### src/rtl/hazard_scoreboard.sv
// hazard_scoreboard: ID-stage RAW hazard unit for the in-order RV32 pipeline.
//
// A shift-register scoreboard holds one {valid, rd, is_load} entry per stage
// after ID (entry 0 = EX ... entry STAGES-1 = WB). Each cycle the decoded
// sources of the ID instruction are compared against the scoreboard to
// produce a stall (FWD_EN=0) or bypass selects with load-use stall (FWD_EN=1).
//
// Ports:
//   clk, rst      clock, synchronous active-high reset
//   id_ins        instruction currently in ID
//   id_valid      ID holds a real instruction
//   ext_stall     stall request from elsewhere (memory, etc.)
//   csr_stall     stall request from CSR/trap logic
//   flush         squash all in-flight entries at the next edge
//   stall_o       hold PC/IF/ID and insert a bubble into EX
//   hazard_rs1_o  rs1 RAW hazard causing a stall
//   hazard_rs2_o  rs2 RAW hazard causing a stall
//   fwd_sel_rs1   0 = regfile, k = forward from entry k-1 (FWD_EN=1 only)
//   fwd_sel_rs2   same for rs2
//   stall_cnt     saturating count of cycles with stall_o=1
//
// There is no FSM and no valid/ready handshake: all outputs are a pure
// function of the scoreboard and the current ID inputs.

module hazard_scoreboard #(
    parameter int STAGES = 3,
    parameter bit FWD_EN = 1'b0,
    parameter int CNT_W  = 16,
    parameter int SELW   = 3
) (
    input  logic             clk,
    input  logic             rst,
    input  logic [31:0]      id_ins,
    input  logic             id_valid,
    input  logic             ext_stall,
    input  logic             csr_stall,
    input  logic             flush,
    output logic             stall_o,
    output logic             hazard_rs1_o,
    output logic             hazard_rs2_o,
    output logic [SELW-1:0]  fwd_sel_rs1,
    output logic [SELW-1:0]  fwd_sel_rs2,
    output logic [CNT_W-1:0] stall_cnt
);

    localparam logic [6:0] OP_R      = 7'b0110011;
    localparam logic [6:0] OP_I      = 7'b0010011;
    localparam logic [6:0] OP_LOAD   = 7'b0000011;
    localparam logic [6:0] OP_STORE  = 7'b0100011;
    localparam logic [6:0] OP_BRANCH = 7'b1100011;
    localparam logic [6:0] OP_LUI    = 7'b0110111;
    localparam logic [6:0] OP_AUIPC  = 7'b0010111;
    localparam logic [6:0] OP_JAL    = 7'b1101111;
    localparam logic [6:0] OP_JALR   = 7'b1100111;
    localparam logic [6:0] OP_SYSTEM = 7'b1110011;

    // Scoreboard entries
    logic [STAGES-1:0] ent_valid;
    logic [4:0]        ent_rd [STAGES];
    logic [STAGES-1:0] ent_load;

    // Decode
    logic [6:0] opcode;
    logic [2:0] funct3;
    logic [4:0] rd, rs1, rs2;
    logic       writes_rd, uses_rs1, uses_rs2, is_load;

    assign opcode = id_ins[6:0];
    assign funct3 = id_ins[14:12];
    assign rd     = id_ins[11:7];
    assign rs1    = id_ins[19:15];
    assign rs2    = id_ins[24:20];

    always_comb begin
        writes_rd = 1'b0;
        uses_rs1  = 1'b0;
        uses_rs2  = 1'b0;
        is_load   = (opcode == OP_LOAD);
        unique case (opcode)
            OP_R:      begin writes_rd = 1'b1; uses_rs1 = 1'b1; uses_rs2 = 1'b1; end
            OP_I:      begin writes_rd = 1'b1; uses_rs1 = 1'b1; end
            OP_LOAD:   begin writes_rd = 1'b1; uses_rs1 = 1'b1; end
            OP_STORE:  begin uses_rs1 = 1'b1; uses_rs2 = 1'b1; end
            OP_BRANCH: begin uses_rs1 = 1'b1; uses_rs2 = 1'b1; end
            OP_LUI:    writes_rd = 1'b1;
            OP_AUIPC:  writes_rd = 1'b1;
            OP_JAL:    writes_rd = 1'b1;
            OP_JALR:   begin writes_rd = 1'b1; uses_rs1 = 1'b1; end
            OP_SYSTEM: begin
                writes_rd = (funct3 != 3'd0);
                // CSRR{W,S,C} read rs1; the immediate forms (funct3[2]=1) do not.
                uses_rs1  = (funct3 != 3'd0) && !funct3[2];
            end
            default: ;
        endcase
    end

    // Match vectors
    logic [STAGES-1:0] m1, m2;
    always_comb begin
        for (int k = 0; k < STAGES; k++) begin
            m1[k] = id_valid && uses_rs1 && (rs1 != 5'd0) && ent_valid[k] && (ent_rd[k] == rs1);
            m2[k] = id_valid && uses_rs2 && (rs2 != 5'd0) && ent_valid[k] && (ent_rd[k] == rs2);
        end
    end

    // Hazard / forward selection
    always_comb begin
        hazard_rs1_o = 1'b0;
        hazard_rs2_o = 1'b0;
        fwd_sel_rs1  = '0;
        fwd_sel_rs2  = '0;
        if (!FWD_EN) begin
            hazard_rs1_o = |m1;
            hazard_rs2_o = |m2;
        end else begin
            hazard_rs1_o = m1[0] && ent_load[0];
            hazard_rs2_o = m2[0] && ent_load[0];
            // Walk oldest to youngest so the youngest match is the final write.
            for (int k = STAGES - 1; k >= 0; k--) begin
                if (m1[k]) fwd_sel_rs1 = SELW'(k + 1);
                if (m2[k]) fwd_sel_rs2 = SELW'(k + 1);
            end
            // While stalling on load-use the bypass is meaningless; keep it at regfile.
            if (hazard_rs1_o) fwd_sel_rs1 = '0;
            if (hazard_rs2_o) fwd_sel_rs2 = '0;
        end
    end

    assign stall_o = hazard_rs1_o | hazard_rs2_o | ext_stall | csr_stall;

    // Entry 0 takes the ID instruction only if it actually leaves ID this cycle.
    logic load_en;
    assign load_en = id_valid && !stall_o && !flush && writes_rd && (rd != 5'd0);

    always_ff @(posedge clk) begin
        if (rst || flush) begin
            ent_valid <= '0;
            ent_load  <= '0;
            for (int k = 0; k < STAGES; k++) ent_rd[k] <= 5'd0;
        end else begin
            for (int k = 1; k < STAGES; k++) begin
                ent_valid[k] <= ent_valid[k-1];
                ent_rd[k]    <= ent_rd[k-1];
                ent_load[k]  <= ent_load[k-1];
            end
            ent_valid[0] <= load_en;
            ent_rd[0]    <= load_en ? rd : 5'd0;
            ent_load[0]  <= load_en && is_load;
        end
    end

    always_ff @(posedge clk) begin
        if (rst) begin
            stall_cnt <= '0;
        end else if (stall_o && (stall_cnt != {CNT_W{1'b1}})) begin
            stall_cnt <= stall_cnt + 1'b1;
        end
    end

endmodule

### config.mk
export PLATFORM = sky130hd
export DESIGN_NAME = hazard_scoreboard
export DESIGN_NICKNAME = d
export VERILOG_FILES = /design/src/rtl/hazard_scoreboard.sv
export SDC_FILE = /design/constraint.sdc
export NUM_CORES = 1
export LEC_CHECK = 0
export ABC_CLOCK_PERIOD_IN_PS = 5500
export CORE_MARGIN = 3
export CORE_UTILIZATION = 31
export CTS_CLUSTER_DIAMETER = 80
export DETAILED_ROUTE_END_ITERATION = 10
export GPL_ROUTABILITY_DRIVEN = 0
export PLACE_DENSITY_LB_ADDON = 0.2
export SLEW_MARGIN = 20
export SYNTH_ARGS = -nofsm -noshare
export SYNTH_HDL_FRONTEND = slang
export SYNTH_SLANG_ARGS = --single-unit
### constraint.sdc
create_clock -name clk -period 5.5 [get_ports clk]
set_input_delay 0.55 -clock clk [delete_from_list [all_inputs] [get_ports clk]]
set_output_delay 0.55 -clock clk [all_outputs]
set_load 0.005 [all_outputs]
==> out/qor.txt <==
outcome = finished, final reports clean
switching share of total power = 0.228
top cell type by total area after synthesis = sky130_fd_sc_hd__dfxtp_1
Distinct cells, synth = 41
Post-Synth Adder-Cell Area = 0.00651
xor-xnor portion of the synthesized cell area = 0.146
HPWL after detailed placement = 3460 um
PostCTS Resize Cnt = 0
area taken by flip-flops and latches = 681 sq um
leakage power summed over all cells = 0.958 nW
power density over cell area = 208 mW/mm^2
area used by multi-input combinational logic = 0.00117 sq mm
syn avg cell area = 8.86 sq um
x dimension of the die = 84.8 um
Vias = 1611
clock tree buffer depth = 2
number of global-route vias before repair = 1593
worst slew margin relative to its limit = 0.485
post-route fraction of the period consumed by the critical path = 0.643
Post-Route Skew = 0.00381 ns
worst endpoint data arrival time = 2.99 ns
clock share of power = 0.404
number of nets in the finished design = 305
power share of the sequential group = 0.474
number of standard-cell rows in the floorplan = 28
overall fraction of global-route tracks in use = 0.129
Seq/Total Area, Yosys = 0.354
floorplan core area = 0.00596 sq mm
Hold WC Path Type = reg2reg
peak supply drop = 102 uV
antenna violation net count after detailed routing = 0
clock input transition at the sequential cells of the worst setup and hold paths = 0.07 ns
Root Buffer Master = sky130_fd_sc_hd__clkbuf_8
sink count of the clock tree = 34
Antenna Diode Count = 0
kind of start point of the critical path = input pin
detailed-route DRC error count = 0
final setup violation count = 0
Final Hold Fails = 0
flip-flop and latch count after synthesis = 34
Synth top area share = 0.354
Synth-to-Final Area Change = 32.7%
worst setup path class = in2out
final wirelength = 4450 um
Pins Over Slew Limit = 0
antenna violations before repair = 0
clock tree from TritonCTS = built
post-route insts no fill = 342
Initial Util = 0.323
Net Sw Power = 0.000121 W
number of instances in the placed design = 334
# Post-CTS Setup Buffers = 0
Max Cap Violations = 0
full die area = 0.00718 sq mm
time the final worst path needs with I/O delays and setup = 3.54 ns
number of flops mapped to enable cells by yosys = 0
Setup TNS = 0 ns
Ys Warns = 0
fraction of final layout cells sized beyond drive strength 1 = 0.0749
number of optimization iterations in the first detailed-route pass = 4
via/cell ratio = 4.71
initial detailed-routing violation count = 71
most frequently used flop master after synthesis = sky130_fd_sc_hd__dfxtp_1
average routed wire per standard cell = 13.0 um
first-pass GRT wire length = 7510 um
Comb power frac = 0.122
pin count of the biggest net entering global routing = 24
number of inserted filler cells in the final layout = 590
unrepaired setup endpoints after global routing = false
GR Overflow Total = 0
cts bufs inserted = 5
mux share of post-synthesis cell area = 0.0215
H-tree Lvls = 2
Die H = 84.8 um
Least-Margin Pin Slew = 0.773 ns
fraction of the mapped netlist area in simple logic gates = 0.314
number of primary I/O pins = 63
Worst Setup End Kind = output pin
share of async-settable or async-resettable flops after synthesis = 0
biggest area contributors in the synthesized netlist = sky130_fd_sc_hd__dfxtp_1 (35%), sky130_fd_sc_hd__xor2_1 (12%), sky130_fd_sc_hd__and2_1 (5.9%), sky130_fd_sc_hd__nand3_1 (3.4%), sky130_fd_sc_hd__nor2_1 (2.7%)
synthesized instance count = 217
number of buffers added to fix hold violations after cts = 0
Clock Latency Late Sink = 0.27 ns
maximum fanout along the worst path = 5
I/O Buffers = 49
combined area of all synthesized cells = 0.00192 sq mm
share of the synthesized area in compound gates (AO/OA/AOI/OAI) = 0.111
combinational family with the most area after synthesis = simple AND/OR/NAND/NOR gates
Required @ worst endpoint = 4.95 ns
Fmax = 283 MHz
internal power = 0.000409 W
[stage by stage]
step           utilization  hold slack (ns)  instance area (sq um)  power (W)  worst slack [ns]
6_report             0.429            0.481                   2550   0.000530              1.96
5_1_grt              0.429            0.513                   2550   0.000560              1.83
4_1_cts              0.429            0.481                   2550   0.000537              1.94
3_5_place_dp         0.410            0.466                   2440   0.000322              1.95
3_3_place_gp         0.410            0.468                   2440   0.000321              1.96
2_1_floorplan            -            0.444                   1940   0.000286              3.22
[logic make-up after synthesis]
group	Yosys count
simple gates	104
flops	34
xor+xnor	32
compound gates	29
buf+inv	13
mux	3
fa+ha+maj	1
other cells	1
[routing by layer]
metal	part of all wire	global-route usage	wire length, um	vias to the layer above
met5	0	0	0	-
met2	0.46	0.204	2040	40
met3	0.040	0.0255	180	4
met1	0.49	0.178	2170	719
met4	0.012	0.0374	55	0
li1	-	-	-	848
[power by group through the flow]
stage          combinational [W]  sequential, W  clock [W]
2_1_floorplan          0.0000298       0.000257          0
3_3_place_gp           0.0000640       0.000257          0
3_5_place_dp           0.0000648       0.000257          0
4_1_cts                0.0000652       0.000251   0.000220
5_1_grt                0.0000708       0.000251   0.000237
6_report               0.0000647       0.000251   0.000214
[sequential cells by signal, indices dropped and copies added (netlist names)]
signal	flops
ent_valid	3
ent_rd	15
stall_cnt	16
[cells in the mapped netlist, types with 2 or more instances]
| library cell | instances |
|---|---|
| sky130_fd_sc_hd__nor4_1 | 6 |
| sky130_fd_sc_hd__xnor2_1 | 6 |
| sky130_fd_sc_hd__clkbuf_1 | 3 |
| sky130_fd_sc_hd__nor2b_1 | 5 |
| sky130_fd_sc_hd__mux2_4 | 2 |
| sky130_fd_sc_hd__nor2_1 | 14 |
| sky130_fd_sc_hd__buf_4 | 6 |
| sky130_fd_sc_hd__o211ai_1 | 2 |
| sky130_fd_sc_hd__nand4_1 | 4 |
| sky130_fd_sc_hd__and3_1 | 6 |
| sky130_fd_sc_hd__dfxtp_1 | 34 |
| sky130_fd_sc_hd__nand2_1 | 12 |
| sky130_fd_sc_hd__o21ai_0 | 8 |
| sky130_fd_sc_hd__and2_1 | 18 |
| sky130_fd_sc_hd__or3_1 | 8 |
| sky130_fd_sc_hd__or4_1 | 6 |
| sky130_fd_sc_hd__xor2_1 | 26 |
| sky130_fd_sc_hd__o31ai_1 | 3 |
| sky130_fd_sc_hd__nand2b_1 | 2 |
| sky130_fd_sc_hd__a21oi_1 | 10 |
| sky130_fd_sc_hd__nor3_1 | 3 |
| sky130_fd_sc_hd__buf_6 | 2 |
| sky130_fd_sc_hd__nand3_1 | 13 |
[layout make-up]
type	instances	share of cell area
multi-input combinational	175	0.460
tap	75	0.0368
clock buffer	8	0.0431
timing repair buffer	49	0.192
inverter	1	0.00147
sequential	34	0.267
[critical path, stage by stage]
cell and delay (ns):
sky130_fd_sc_hd__clkdlybuf4s50_1 0.54, sky130_fd_sc_hd__xor2_1 0.22, sky130_fd_sc_hd__nor4_1 0.28, sky130_fd_sc_hd__nand3_1 0.15, sky130_fd_sc_hd__and3_4 0.21, sky130_fd_sc_hd__o22ai_4 0.20, sky130_fd_sc_hd__or2_1 0.28, sky130_fd_sc_hd__clkdlybuf4s50_1 0.55
[worst paths after layout]
path / from / end / slack, ns / cells past startpoint
max: id_ins[19] / stall_o / 1.96 / 8
min: ent_valid[0] / ent_valid[1] / 0.48 / 1
max reg2reg: ent_rd[0][8] / stall_cnt[13] / 3.12 / 8
min reg2reg: ent_valid[0] / ent_valid[1] / 0.48 / 1
[cell usage in the layout, fill, tap and decap left out, drive strengths merged, types with 3 or more instances in the layout]
cell,n
nand2,12
nor4,6
o21ai,11
mux2,3
or3,8
xnor2,6
a21oi,10
xor2,26
conb,6
and3,7
and2,18
o31ai,3
nor2,14
nor3,4
clkbuf,8
nand4,4
or4,6
dfxtp,34
clkdlybuf4s50,49
nor2b,5
nand3,13
Note: power is estimated with default switching activity, not from simulation.
